## config.mk

```make
export PLATFORM = sky130hd
export DESIGN_NAME = pll_lock_ctrl_flat
export DESIGN_NICKNAME = d
export VERILOG_FILES = /design/src/rtl/pll_lock_ctrl_if.sv /design/src/rtl/pll_lock_ctrl.sv /design/src/flat_wrapper.sv
export SDC_FILE = /design/constraint.sdc
export NUM_CORES = 1
export LEC_CHECK = 0
export BUFFER_PORTS_ARGS = -buffer_cell sky130_fd_sc_hd__buf_2
export CORE_MARGIN = 1
export CORE_UTILIZATION = 61
export DETAILED_ROUTE_END_ITERATION = 8
export PLACE_DENSITY_LB_ADDON = 0.08
export REMOVE_ABC_BUFFERS = 1
export SYNTH_ARGS = -nofsm -noshare
export SYNTH_HDL_FRONTEND = slang
export SYNTH_SLANG_ARGS = --single-unit
```

## constraint.sdc

```tcl
create_clock -name sys_clk -period 4.8 [get_ports sys_clk]
set_clock_uncertainty 0.15 [all_clocks]
set_input_delay 0.96 -clock sys_clk [delete_from_list [all_inputs] [get_ports sys_clk]]
set_output_delay 0.96 -clock sys_clk [all_outputs]
set_load 0.02 [all_outputs]
```

## src/rtl/pll_lock_ctrl_if.sv

```systemverilog
// Control/status bundle between the PLL lock sequencer and its surroundings
// (PFD error stream in, loop-filter control and lock status out).
interface pll_lock_ctrl_if;
  logic              enable;
  logic signed [3:0] error_in;
  logic              sample_en;
  logic              loop_rst;
  logic [1:0]        gain_sel;
  logic              locked;
  logic              lock_lost;
  logic [2:0]        state_o;

  modport master (
    output enable, error_in, sample_en,
    input  loop_rst, gain_sel, locked, lock_lost, state_o
  );

  modport slave (
    input  enable, error_in, sample_en,
    output loop_rst, gain_sel, locked, lock_lost, state_o
  );
endinterface

```

## src/rtl/pll_lock_ctrl.sv

```systemverilog
// Acquisition and lock sequencer for the all-digital PLL: loop-filter reset, coarse
// acquisition, fine tracking, and lock declaration/monitoring from windowed error counts.
module pll_lock_ctrl #(
  parameter int unsigned WIN_LEN     = 1024,
  parameter int unsigned ERR_THRESH  = 8,
  parameter int unsigned LOCK_WINS   = 4,
  parameter int unsigned UNLOCK_WINS = 2,
  parameter int unsigned RST_CYCLES  = 16
) (
  input  logic           sys_clk,
  input  logic           rst,
  pll_lock_ctrl_if.slave bus
);

  localparam int unsigned WW = $clog2(WIN_LEN);
  localparam int unsigned EW = $clog2(ERR_THRESH + 2);
  localparam int unsigned QW = $clog2(LOCK_WINS + 1);
  localparam int unsigned NW = $clog2(UNLOCK_WINS + 1);
  localparam int unsigned RW = $clog2(RST_CYCLES + 1);

  localparam logic [WW-1:0] WCNT_LAST = WW'(WIN_LEN - 1);
  localparam logic [EW-1:0] ECNT_SAT  = EW'(ERR_THRESH + 1);
  localparam logic [EW-1:0] ECNT_LIM  = EW'(ERR_THRESH);
  localparam logic [QW-1:0] QCNT_LOCK = QW'(LOCK_WINS);
  localparam logic [NW-1:0] NCNT_DROP = NW'(UNLOCK_WINS);
  localparam logic [RW-1:0] RCNT_LAST = RW'(RST_CYCLES - 1);

  typedef enum logic [2:0] {
    S_IDLE     = 3'd0,
    S_LOOP_RST = 3'd1,
    S_ACQUIRE  = 3'd2,
    S_TRACK    = 3'd3,
    S_LOCKED   = 3'd4
  } state_e;

  state_e        state_q,     state_d;
  logic [WW-1:0] wcnt_q,      wcnt_d;
  logic [EW-1:0] ecnt_q,      ecnt_d;
  logic [QW-1:0] qcnt_q,      qcnt_d;
  logic [NW-1:0] ncnt_q,      ncnt_d;
  logic [RW-1:0] rcnt_q,      rcnt_d;
  logic          lock_lost_q, lock_lost_d;

  logic [EW-1:0] ecnt_inc;
  logic          win_active;
  logic          win_end;
  logic          quiet;

  // NOTE: every signal written here gets a default first, so no latch is inferred.
  always_comb begin
    state_d     = state_q;
    wcnt_d      = wcnt_q;
    ecnt_d      = ecnt_q;
    qcnt_d      = qcnt_q;
    ncnt_d      = ncnt_q;
    rcnt_d      = rcnt_q;
    lock_lost_d = 1'b0;
    win_end     = 1'b0;
    quiet       = 1'b0;
    win_active  = state_q inside {S_ACQUIRE, S_TRACK, S_LOCKED};

    // Error count including the current sample; saturates one above the threshold.
    ecnt_inc = ecnt_q;
    if ((|bus.error_in) && (ecnt_q != ECNT_SAT)) ecnt_inc = ecnt_q + 1'b1;

    if (win_active && bus.sample_en) begin
      if (wcnt_q == WCNT_LAST) begin
        win_end = 1'b1;
        quiet   = (ecnt_inc <= ECNT_LIM);
        wcnt_d  = '0;
        ecnt_d  = '0;
      end else begin
        wcnt_d = wcnt_q + 1'b1;
        ecnt_d = ecnt_inc;
      end
    end

    case (state_q)
      S_IDLE: begin
        if (bus.enable) state_d = S_LOOP_RST;
      end
      S_LOOP_RST: begin
        if (rcnt_q == RCNT_LAST) state_d = S_ACQUIRE;
        else                     rcnt_d  = rcnt_q + 1'b1;
      end
      S_ACQUIRE: begin
        if (win_end && quiet) state_d = S_TRACK;
      end
      S_TRACK: begin
        if (win_end) begin
          if (quiet) begin
            qcnt_d = qcnt_q + 1'b1;
            if (qcnt_d == QCNT_LOCK) state_d = S_LOCKED;
          end else begin
            state_d = S_ACQUIRE;
          end
        end
      end
      S_LOCKED: begin
        if (win_end) begin
          if (quiet) begin
            ncnt_d = '0;
          end else begin
            ncnt_d = ncnt_q + 1'b1;
            if (ncnt_d == NCNT_DROP) begin
              state_d     = S_ACQUIRE;
              lock_lost_d = 1'b1;
            end
          end
        end
      end
      default: state_d = S_IDLE;
    endcase

    // Disable wins over any window outcome and is not a loss of lock.
    if ((state_q != S_IDLE) && !bus.enable) begin
      state_d     = S_IDLE;
      lock_lost_d = 1'b0;
    end

    if (state_d != state_q) begin
      wcnt_d = '0;
      ecnt_d = '0;
      qcnt_d = '0;
      ncnt_d = '0;
      rcnt_d = '0;
    end
  end

  // NOTE: sequential state uses non-blocking assignments only.
  always_ff @(posedge sys_clk or posedge rst) begin
    if (rst) begin
      state_q     <= S_IDLE;
      wcnt_q      <= '0;
      ecnt_q      <= '0;
      qcnt_q      <= '0;
      ncnt_q      <= '0;
      rcnt_q      <= '0;
      lock_lost_q <= 1'b0;
    end else begin
      state_q     <= state_d;
      wcnt_q      <= wcnt_d;
      ecnt_q      <= ecnt_d;
      qcnt_q      <= qcnt_d;
      ncnt_q      <= ncnt_d;
      rcnt_q      <= rcnt_d;
      lock_lost_q <= lock_lost_d;
    end
  end

  // Moore decode; unused encodings look like IDLE for the one cycle they last.
  always_comb begin
    bus.loop_rst = 1'b1;
    bus.gain_sel = 2'd2;
    bus.locked   = 1'b0;
    case (state_q)
      S_ACQUIRE: begin
        bus.loop_rst = 1'b0;
        bus.gain_sel = 2'd2;
      end
      S_TRACK: begin
        bus.loop_rst = 1'b0;
        bus.gain_sel = 2'd1;
      end
      S_LOCKED: begin
        bus.loop_rst = 1'b0;
        bus.gain_sel = 2'd0;
        bus.locked   = 1'b1;
      end
      default: ;
    endcase
  end

  assign bus.lock_lost = lock_lost_q;
  assign bus.state_o   = state_q;

endmodule
```

## src/flat_wrapper.sv

```systemverilog
// flat-port wrapper written by rule: the top's interface ports become plain ports
module pll_lock_ctrl_flat 
#(
  parameter int unsigned WIN_LEN     = 1024,
  parameter int unsigned ERR_THRESH  = 8,
  parameter int unsigned LOCK_WINS   = 4,
  parameter int unsigned UNLOCK_WINS = 2,
  parameter int unsigned RST_CYCLES  = 16
)
  (sys_clk, rst, bus_enable, bus_error_in, bus_sample_en, bus_loop_rst, bus_gain_sel, bus_locked, bus_lock_lost, bus_state_o);
  pll_lock_ctrl_if bus_i ();
  input  logic sys_clk;
  input  logic rst;
  input wire logic [$bits(bus_i.enable)-1:0] bus_enable;
  input wire logic [$bits(bus_i.error_in)-1:0] bus_error_in;
  input wire logic [$bits(bus_i.sample_en)-1:0] bus_sample_en;
  output wire logic [$bits(bus_i.loop_rst)-1:0] bus_loop_rst;
  output wire logic [$bits(bus_i.gain_sel)-1:0] bus_gain_sel;
  output wire logic [$bits(bus_i.locked)-1:0] bus_locked;
  output wire logic [$bits(bus_i.lock_lost)-1:0] bus_lock_lost;
  output wire logic [$bits(bus_i.state_o)-1:0] bus_state_o;
  assign bus_i.enable = bus_enable;
  assign bus_i.error_in = bus_error_in;
  assign bus_i.sample_en = bus_sample_en;
  assign bus_loop_rst = bus_i.loop_rst;
  assign bus_gain_sel = bus_i.gain_sel;
  assign bus_locked = bus_i.locked;
  assign bus_lock_lost = bus_i.lock_lost;
  assign bus_state_o = bus_i.state_o;
  pll_lock_ctrl #(.WIN_LEN(WIN_LEN), .ERR_THRESH(ERR_THRESH), .LOCK_WINS(LOCK_WINS), .UNLOCK_WINS(UNLOCK_WINS), .RST_CYCLES(RST_CYCLES)) u_core (.sys_clk(sys_clk), .rst(rst), .bus(bus_i));
endmodule
```

* Yosys cells after proc, flatten, opt, wreduce, memory -nomap -nowiden *
Cells that the tools add are included.

cells by class
  add/subtract/negate cells = 5
  $lt $le $gt $ge = 1
  equal/unequal tests = 11
  muxes and demuxes = 41
  reductions and logical operators = 19

operator list
  operator                 number
  $mux W3                  14
  $mux W10                 3
  $mux W4                  4
  $mux W5                  3
  $pmux W3 S5              1
  $reduce_bool A2 Y1       6
  $mux W1                  11
  $add A10 B1 Y10 const B  1
  $eq A10 B10 Y1 const B   1
  $mux W2                  4
  $eq A3 B2 Y1 const B     2
  $eq A3 B3 Y1 const B     2
  $reduce_bool A3 Y1       2
  $add A5 B1 Y5 const B    1
  $eq A5 B4 Y1 const B     1
  $add A4 B1 Y4 const B    1
  $le A4 B4 Y1 const B     1
  $logic_and A1 B1 Y1      4
  $ne A4 B4 Y1 const B     1
  $pmux W2 S2              1
  $reduce_and A2 Y1        2
  $reduce_or A4 Y1         1
  $add A3 B1 Y3 const B    1
  $eq A3 B1 Y1 const B     1
  other kinds (8)          8

storage, ports and cells
  flip-flop bits (word level) = 28
  bits of input ports = 8
  output and inout bits = 8
  word-level logic and storage cells = 84

* Logic depth before layout (Yosys ltp) *
Gate-level depths: netlist of the first run.

  depth in word-level cells = 13
  depth in mapped cells = 9
  gate-level depth less buffers = 8

* Worst setup path before layout of the first run *
Ideal clock, no wire load.

  kind = input port to flip-flop
  from = in bus_error_in[1]
  to = reg u_core.wcnt_q[1]
  arrival time = 3.322 ns
  path slack = 1.241 ns
  stages = 8
  buffers on the path = 2
  cells stage by stage = or4_1 buf_2 and4_4 a2111o_1 or4_1 a21bo_2 buf_6 a211oi_2

on the way
  cells in the longest elaborated chain, start to end = 12

RTL lines
  what                                            line                                                            text
  start, declared                                 flat_wrapper.sv:15                                              input wire logic [$bits(bus_i.error_in)-1:0] bus_error_in;
  $reduce_or A4 Y1 (*)                            pll_lock_ctrl.sv:64                                             if ((|bus.error_in) && (ecnt_q != ECNT_SAT)) ecnt_inc = ecnt_q + 1'b1;
  $logic_and A1 B1 Y1 (*)                         pll_lock_ctrl.sv:64
  $mux W4 (*)                                     pll_lock_ctrl.sv:64
  $le A4 B4 Y1 (*)                                pll_lock_ctrl.sv:69                                             quiet = (ecnt_inc <= ECNT_LIM);
  $mux W1 (*)                                     pll_lock_ctrl.sv:67                                             if (wcnt_q == WCNT_LAST) begin
  $mux W1 (*)                                     pll_lock_ctrl.sv:66                                             if (win_active && bus.sample_en) begin
  $mux W3, or another cell as far along           pll_lock_ctrl.sv:101                                            if (quiet) begin
  $mux W3 (on tied branches)                      pll_lock_ctrl.sv:100, pll_lock_ctrl.sv:87, pll_lock_ctrl.sv:90
  $pmux W3 S5 (*)                                 pll_lock_ctrl.sv:78                                             case (state_q)
  $mux W3 (*)                                     pll_lock_ctrl.sv:116                                            if ((state_q != S_IDLE) && !bus.enable) begin
  $ne A3 B3 Y1 (*)                                pll_lock_ctrl.sv:121                                            if (state_d != state_q) begin
  $mux W10 or $reduce_bool A2 Y1 (tied branches)  -
  end signal, assigned                            pll_lock_ctrl.sv:142                                            wcnt_q <= wcnt_d;
  end, declared                                   pll_lock_ctrl.sv:37                                             logic [WW-1:0] wcnt_q, wcnt_d;

Every way passes the cells marked *; elsewhere a longest branch is shown, timed or not.
A chain may end at the register's enable or synchronous reset.

* Final worst setup path of the first run *
  from = in bus_error_in[1]
  to = reg u_core.qcnt_q[1]

on the way
  cells in the longest elaborated chain, start to end = 13

RTL lines
  what                                   line                                                            text
  $reduce_or A4 Y1 (*)                   pll_lock_ctrl.sv:64
  $logic_and A1 B1 Y1 (*)                pll_lock_ctrl.sv:64
  $mux W4 (*)                            pll_lock_ctrl.sv:64
  $le A4 B4 Y1 (*)                       pll_lock_ctrl.sv:69
  $mux W1 (*)                            pll_lock_ctrl.sv:67
  $mux W1 (*)                            pll_lock_ctrl.sv:66
  $mux W3, or another cell as far along  pll_lock_ctrl.sv:101
  $mux W3 (on tied branches)             pll_lock_ctrl.sv:100, pll_lock_ctrl.sv:87, pll_lock_ctrl.sv:90
  $pmux W3 S5                            pll_lock_ctrl.sv:78
  $mux W3                                pll_lock_ctrl.sv:116
  $ne A3 B3 Y1                           pll_lock_ctrl.sv:121
  $reduce_bool A2 Y1 (no line)           -
  $reduce_and A3 Y1 (no line)            -
  end signal, assigned                   pll_lock_ctrl.sv:144                                            qcnt_q <= qcnt_d;
  end, declared                          pll_lock_ctrl.sv:39                                             logic [QW-1:0] qcnt_q, qcnt_d;

Marked as above.

==> metrics.txt, run 1 <==
run status finished with violations; violated checks design-rule violations; crit path buf inv count 1; Detailed Route WL between 4000 and 5000 µm; transition at the pin with the smallest max-transition slack roughly 1100 ps; 1st-pass router iterations 6; fin nets between 200 and 250; number of cells traversed by the worst hold path 2; maximum number of buffers from clock root to sink 2; Hold Crit Class reg2reg; number of vias per cell after detailed routing roughly 6.6; vias in the first global route approximately 1,600; number of synthesized flops with an enable pin 0; most common cell after layout, fill and taps aside sky130_fd_sc_hd__dfrtp_1; Placeable Area approximately 2800 µm²; number of antenna violations at the first check in global routing 0; critical path startpoint category input pin; number of H-tree branching levels 1; R2R depth 6; largest net degree at the start of global routing 29; cell breakdown of the critical path buf_2 -> or4_1 -> and4_4 -> a2111o_1 -> nor2_1 -> o211a_1 -> nor3_1; Worst Setup End Kind flop; placement row count 19; cells resized by post-CTS repair 0; number of instances in the synthesized netlist roughly 210; hold buffers post-CTS 0; final core utilization 0.703; number of post-CTS setup repair buffers 0; Hold WS about 430 ps; IO Pins 16; total of max-cap violations 0; critical path class in2reg; wire length of the first global-routing pass 7070 µm; headroom to the max-slew limit 0.291; number of cells in the finished layout apart from fillers between 200 and 300; clock period minus final worst setup slack between 3000 and 4000 ps; ys async rst share 1.00; Finish-stage setup viols 0; final instance area around 2000 µm²; critical path data required time between 4000 and 5000 ps; Cell Pwr Density 215 nW/µm²; die span in x about 57 µm; vias post-DR 1,662; portion of synthesized cell area occupied by the leading cell type 0.374; DRT antenna net count 0; CTS Root Cell sky130_fd_sc_hd__clkbuf_4; starting density of the core 0.663; Worst EP arrival ~3600 ps; area overhead of the layout relative to synthesis 6.00%; total of warnings raised by yosys 0; most frequent cells in the layout sky130_fd_sc_hd__dfrtp_1 (28), sky130_fd_sc_hd__nor3_1 (21), sky130_fd_sc_hd__a21oi_1 (17), sky130_fd_sc_hd__nand2_1 (15), sky130_fd_sc_hd__buf_2 (15); Mean Syn Cell Area 8.81 µm²; library cell with the largest summed area after synthesis sky130_fd_sc_hd__dfrtp_1; Iter 0 DRT Violations 190; total clock buffers created by CTS 3; placement-stage cell area ~1900 µm²; Clock Latency Late Sink 340 ps; clock net sink count 28; cell total after placement around 250; number of synthesized register bits 28; total negative slack for setup checks 0 ps; final setup slack of the worst path approximately 1200 ps; detailed placer's ending HPWL about 3000 µm; DRC Markers 2; largest stage delay on the critical path about 740 ps; All-Layer GR Usage 0.275; Clk pin slew, worst setup/hold paths about 160 ps; fmax between 0.2 and 0.3 GHz; maximum fanout along the worst path 24; final weighted congestion in routability-driven placement roughly 0.9; Pins Over Slew Limit 0; cell types with the largest area share after synthesis sky130_fd_sc_hd__dfrtp_1 (37%), sky130_fd_sc_hd__nor3_1 (5.6%), sky130_fd_sc_hd__ha_1 (5.3%), sky130_fd_sc_hd__a21oi_1 (4.5%), sky130_fd_sc_hd__xor2_1 (3.3%); minimum setup slack after placement approximately 900 ps; Vert. Die Dim ~57 µm; total congestion overflow 0; Final Hold Viols 0; total chip power 0.428 mW; fraction of the cycle the final worst path needs 0.742; area enclosed by the die boundary around 3300 µm²; sequential cell area fraction in the yosys report 0.374; TritonCTS clock tree done; count of cell types in the netlist 46; count of input and output buffers 15; Ant. Diodes 0; share of cells above drive strength 1 0.117; setup repair after global routing missed its margin no; family of cells with the greatest summed delay on the critical path simple AND/OR/NAND/NOR gates; CP Depth 7; cell with the largest stage delay on the worst path sky130_fd_sc_hd__o211a_1; wire length per cell 16.3 µm; highest ir drop seen on vdd approximately 0.15 mV; leakage power summed over all cells 0.842 nW; main flop type after synthesis sky130_fd_sc_hd__dfrtp_1; Post-Syn Area about 1900 µm²
[report_power, final]
group	total, mW	switching, mW	internal (mW)	leakage [nW]
clock network	0.157	0.0722	0.0846	0.0279
registers	0.242	0.00330	0.239	0.387
logic	0.0288	0.0188	0.00992	0.427
[synth_stat cells, types with 5 or more instances]
cell                       number
sky130_fd_sc_hd__nor3_1        21
sky130_fd_sc_hd__nand3_1        8
sky130_fd_sc_hd__nor4_1         6
sky130_fd_sc_hd__nand2_1       15
sky130_fd_sc_hd__nand2b_1       5
sky130_fd_sc_hd__inv_1          8
sky130_fd_sc_hd__nor2b_1        5
sky130_fd_sc_hd__o21ai_0       10
sky130_fd_sc_hd__ha_1           8
sky130_fd_sc_hd__nand4_1        5
sky130_fd_sc_hd__xor2_1         7
sky130_fd_sc_hd__dfrtp_1       28
sky130_fd_sc_hd__a21oi_1       17
sky130_fd_sc_hd__clkbuf_1       5
sky130_fd_sc_hd__nor2_1        10
[cell type report]
| type | count | area, µm² |
|---|---|---|
| repair buffers | 15 | 75.1 |
| fillers | 226 | 841 |
| flip-flops and latches | 28 | 701 |
| multi-input cells | 167 | 1090 |
| clock buffers | 3 | 22.5 |
| clock inverters | 1 | 30.0 |
| well taps | 31 | 38.8 |
| inverters | 8 | 30.0 |
[layer usage]
layer  routed length (µm)  GRT usage
met4                   53      0.105
met3                  183     0.0295
met1                 1850      0.364
met2                 2030      0.463
met5                    0          0
[worst min-delay path: cells and delay by family (launching register included)]
family | cells | cell delay [ps]
AOI/OAI and AO/OA | 1 | 60
and+or+nand+nor | 1 | 80
DFF | 1 | 430
[flip-flops by register name (all words and copies together), names as in the netlist]
register              count
u_core.bus.lock_lost      1
u_core.bus.state_o        3
u_core.ecnt_q             4
u_core.ncnt_q             2
u_core.qcnt_q             3
u_core.rcnt_q             5
u_core.wcnt_q            10
[final timing paths]
check | endpoint | startpoint | slack [ps]
max in group asynchronous | u_core.wcnt_q[3] | rst | 3160
max reg2reg | u_core.qcnt_q[1] | u_core.bus.state_o[1] | 1560
min reg2reg | u_core.ncnt_q[0] | u_core.ncnt_q[0] | 430
min | u_core.ncnt_q[0] | u_core.ncnt_q[0] | 430
min in group asynchronous | u_core.rcnt_q[1] | rst | 700
max | u_core.qcnt_q[1] | bus_error_in[1] | 1240
[kinds of logic after synthesis]
group                      count (synthesis)  share of synthesized area
DFF                                       28                      0.374
and+or+nand+nor                           98                      0.294
xor gates and xnor gates                  11                     0.0514
muxes                                      4                     0.0220
adders and majority gates                  8                     0.0534
buffers and inverters                     18                     0.0447
AOI/OAI and AO/OA                         46                      0.161
Note: power is estimated with default switching activity, not from simulation.
==> run 2: changes to the inputs <==
Settings changed: CORE_UTILIZATION 61 to 53.
Clock period 4.8 ns to 2.9 ns, I/O delays scaled along.
==> metrics.txt, run 2 (synthesized netlist as in run 1, its figures left out) <==
final weighted congestion in routability-driven placement 0.875 (-2.7%); cell total after placement 277 (+11%); detailed route wirelength on metal3 143 µm (-22%); Worst EP arrival 2950 ps (-650 ps); area of combinational cells with multiple inputs 1120 µm² (+3.0%); detailed placer's ending HPWL 2920 µm (-1.9%); DRT antenna net count 0 (unchanged); CTS Root Cell sky130_fd_sc_hd__clkbuf_4; 1st-pass router iterations 4 (-2); number of inserted filler cells in the final layout 317 (+40%); maximum number of buffers from clock root to sink 2 (unchanged); number of flip-flops in the largest register 10 (unchanged); vias post-DR 1,689 (+1.6%); placement row count 21 (+2); area enclosed by the die boundary 3780 µm² (+15%); Ant. Diodes 0 (unchanged); most common cell after layout, fill and taps aside sky130_fd_sc_hd__dfrtp_1; sum of met2 wire segment lengths after detailed routing 1980 µm (-2.5%); source of the critical timing path bus_error_in[1]; final core utilization 0.639 (-0.0636); total of max-cap violations 0 (unchanged); critical path class in2reg; Worst Setup End Kind flop; Placeable Area 3360 µm² (+19%); leakage power summed over all cells 0.920 nW (+9.2%); number of H-tree branching levels 1 (unchanged); vias in the first global route 1,546 (-0.51%); Final Hold Viols 0 (unchanged); Hold Crit Class in2async; largest net degree at the start of global routing 29 (unchanged); number of antenna violations at the first check in global routing 0 (unchanged); run status finished, final reports clean; Finish-stage setup viols 0 (unchanged); area taken by flip-flops and latches 701 µm² (unchanged); top layer in use met4; IO Pins 16 (unchanged); maximum fanout along the worst path 12 (-50%); RR Startpoint u_core.rcnt_q[0]; Pins Over Slew Limit 0 (unchanged); number of vias per cell after detailed routing 5.99 (-8.8%); starting density of the core 0.558 (-0.105); count of input and output buffers 15 (unchanged); total congestion overflow 0 (unchanged); total clock buffers created by CTS 3 (unchanged); die span in x 61.5 µm (+7.0%); most frequent cells in the layout sky130_fd_sc_hd__dfrtp_1 (28), sky130_fd_sc_hd__nor3_1 (21), sky130_fd_sc_hd__a21oi_1 (17), sky130_fd_sc_hd__nand2_1 (15), sky130_fd_sc_hd__buf_2 (15); fmax ~0.35 GHz; transition at the pin with the smallest max-transition slack 436 ps (-626 ps); critical path data required time 2980 ps (-1860 ps); Clock Latency Late Sink 320 ps (-20 ps); number of cells in the finished layout apart from fillers 282 (+11%); fin nets 253 (+5.9%); highest ir drop seen on vdd 0.278 mV (+84%); total negative slack for setup checks 0 ps (unchanged); wire length per cell 14.7 µm (-9.4%); hold buffers post-CTS 0 (unchanged); largest registers u_core.wcnt_q x10, u_core.rcnt_q x5, u_core.ecnt_q x4; Vert. Die Dim 61.5 µm (+7.0%); Clk pin slew, worst setup/hold paths 150 ps (about the same); clock net sink count 28 (unchanged); critical path startpoint category input pin; fraction of the cycle the final worst path needs 0.989; Iter 0 DRT Violations 141 (-26%); All-Layer GR Usage 0.232 (-0.0426); headroom to the max-slew limit 0.706 (+0.415); Detailed Route WL 4150 µm (+0.95%); wire length of the first global-routing pass 6600 µm (-6.5%); share of cells above drive strength 1 0.182 (+0.0651); clock period minus final worst setup slack about 2900 ps; TritonCTS clock tree done; DRC Markers 0 (-2); area overhead of the layout relative to synthesis 14.6%; met1 routed wirelength after detailed routing 2000 µm (+7.9%); Cell Pwr Density 330 nW/µm² (+53%); largest reg by FF count u_core.wcnt_q
run 2: cell types whose count changed in the layout (fill, tap and decap cells not counted):
cell,delta
sky130_fd_sc_hd__buf_4,+12
sky130_fd_sc_hd__or4_1,-1
sky130_fd_sc_hd__a21bo_4,+1
sky130_fd_sc_hd__buf_12,+1
sky130_fd_sc_hd__nor4_1,-2
sky130_fd_sc_hd__nor4_2,+2
sky130_fd_sc_hd__or4_4,+1
run 2: where the power goes:
group	total (mW)	switching [mW]	internal, mW
Sequential	0.401	0.00544	0.395
Combinational	0.0540	0.0331	0.0210
Clock	0.255	0.115	0.140
run 2: final timing paths:
path,end,slack [ps],depth (start not counted)
worst max-delay path,u_core.wcnt_q[3],30,7
worst min-delay path,u_core.rcnt_q[0],140,3
worst max register to register,u_core.wcnt_q[3],180,8
worst min register to register,u_core.wcnt_q[6],410,2
max in group asynchronous,u_core.bus.state_o[2],2200,3
min in group sys_clk,u_core.bus.lock_lost,370,2
run 2: stage by stage:
step / setup slack (ps) / hold slack (ps) / area [µm²] / power, mW
global placement: -320 / 393 / 2060 / 0.456
detailed placement: -372 / 384 / 2060 / 0.458
floorplan: -281 / 367 / 1820 / 0.440
finish: 32.0 / 136 / 2150 / 0.710
global route: -0.906 / 138 / 2150 / 0.743
CTS: 46.7 / 134 / 2120 / 0.718
run 2: area by class of cell:
class | count | area share
well taps | 46 | 0.0268
multi-input cells | 168 | 0.523
clock buffers | 3 | 0.0105
repair buffers | 28 | 0.0861
inverters | 8 | 0.0140
flip-flops and latches | 28 | 0.326
clock inverters | 1 | 0.0140
run 2: metal layers:
layer,up-vias,GRT usage
li1,828,-
met1,815,0.327
met2,42,0.370
met3,4,0.0273
met4,0,0.0794
met5,-,0
run 2: critical path, stage by stage:
cell	delay, ps
sky130_fd_sc_hd__buf_2	90
sky130_fd_sc_hd__or4_1	530
sky130_fd_sc_hd__and4_4	220
sky130_fd_sc_hd__a2111o_1	430
sky130_fd_sc_hd__or4_4	550
sky130_fd_sc_hd__a21bo_4	290
sky130_fd_sc_hd__nor4_1	260
run 2: timing repair:
action,CTS,global route
endpoints found under the setup margin,1,4
gates cloned,0,1
hold endpoints to repair,0,0
buffers inserted,0,0
resized for setup,1,3
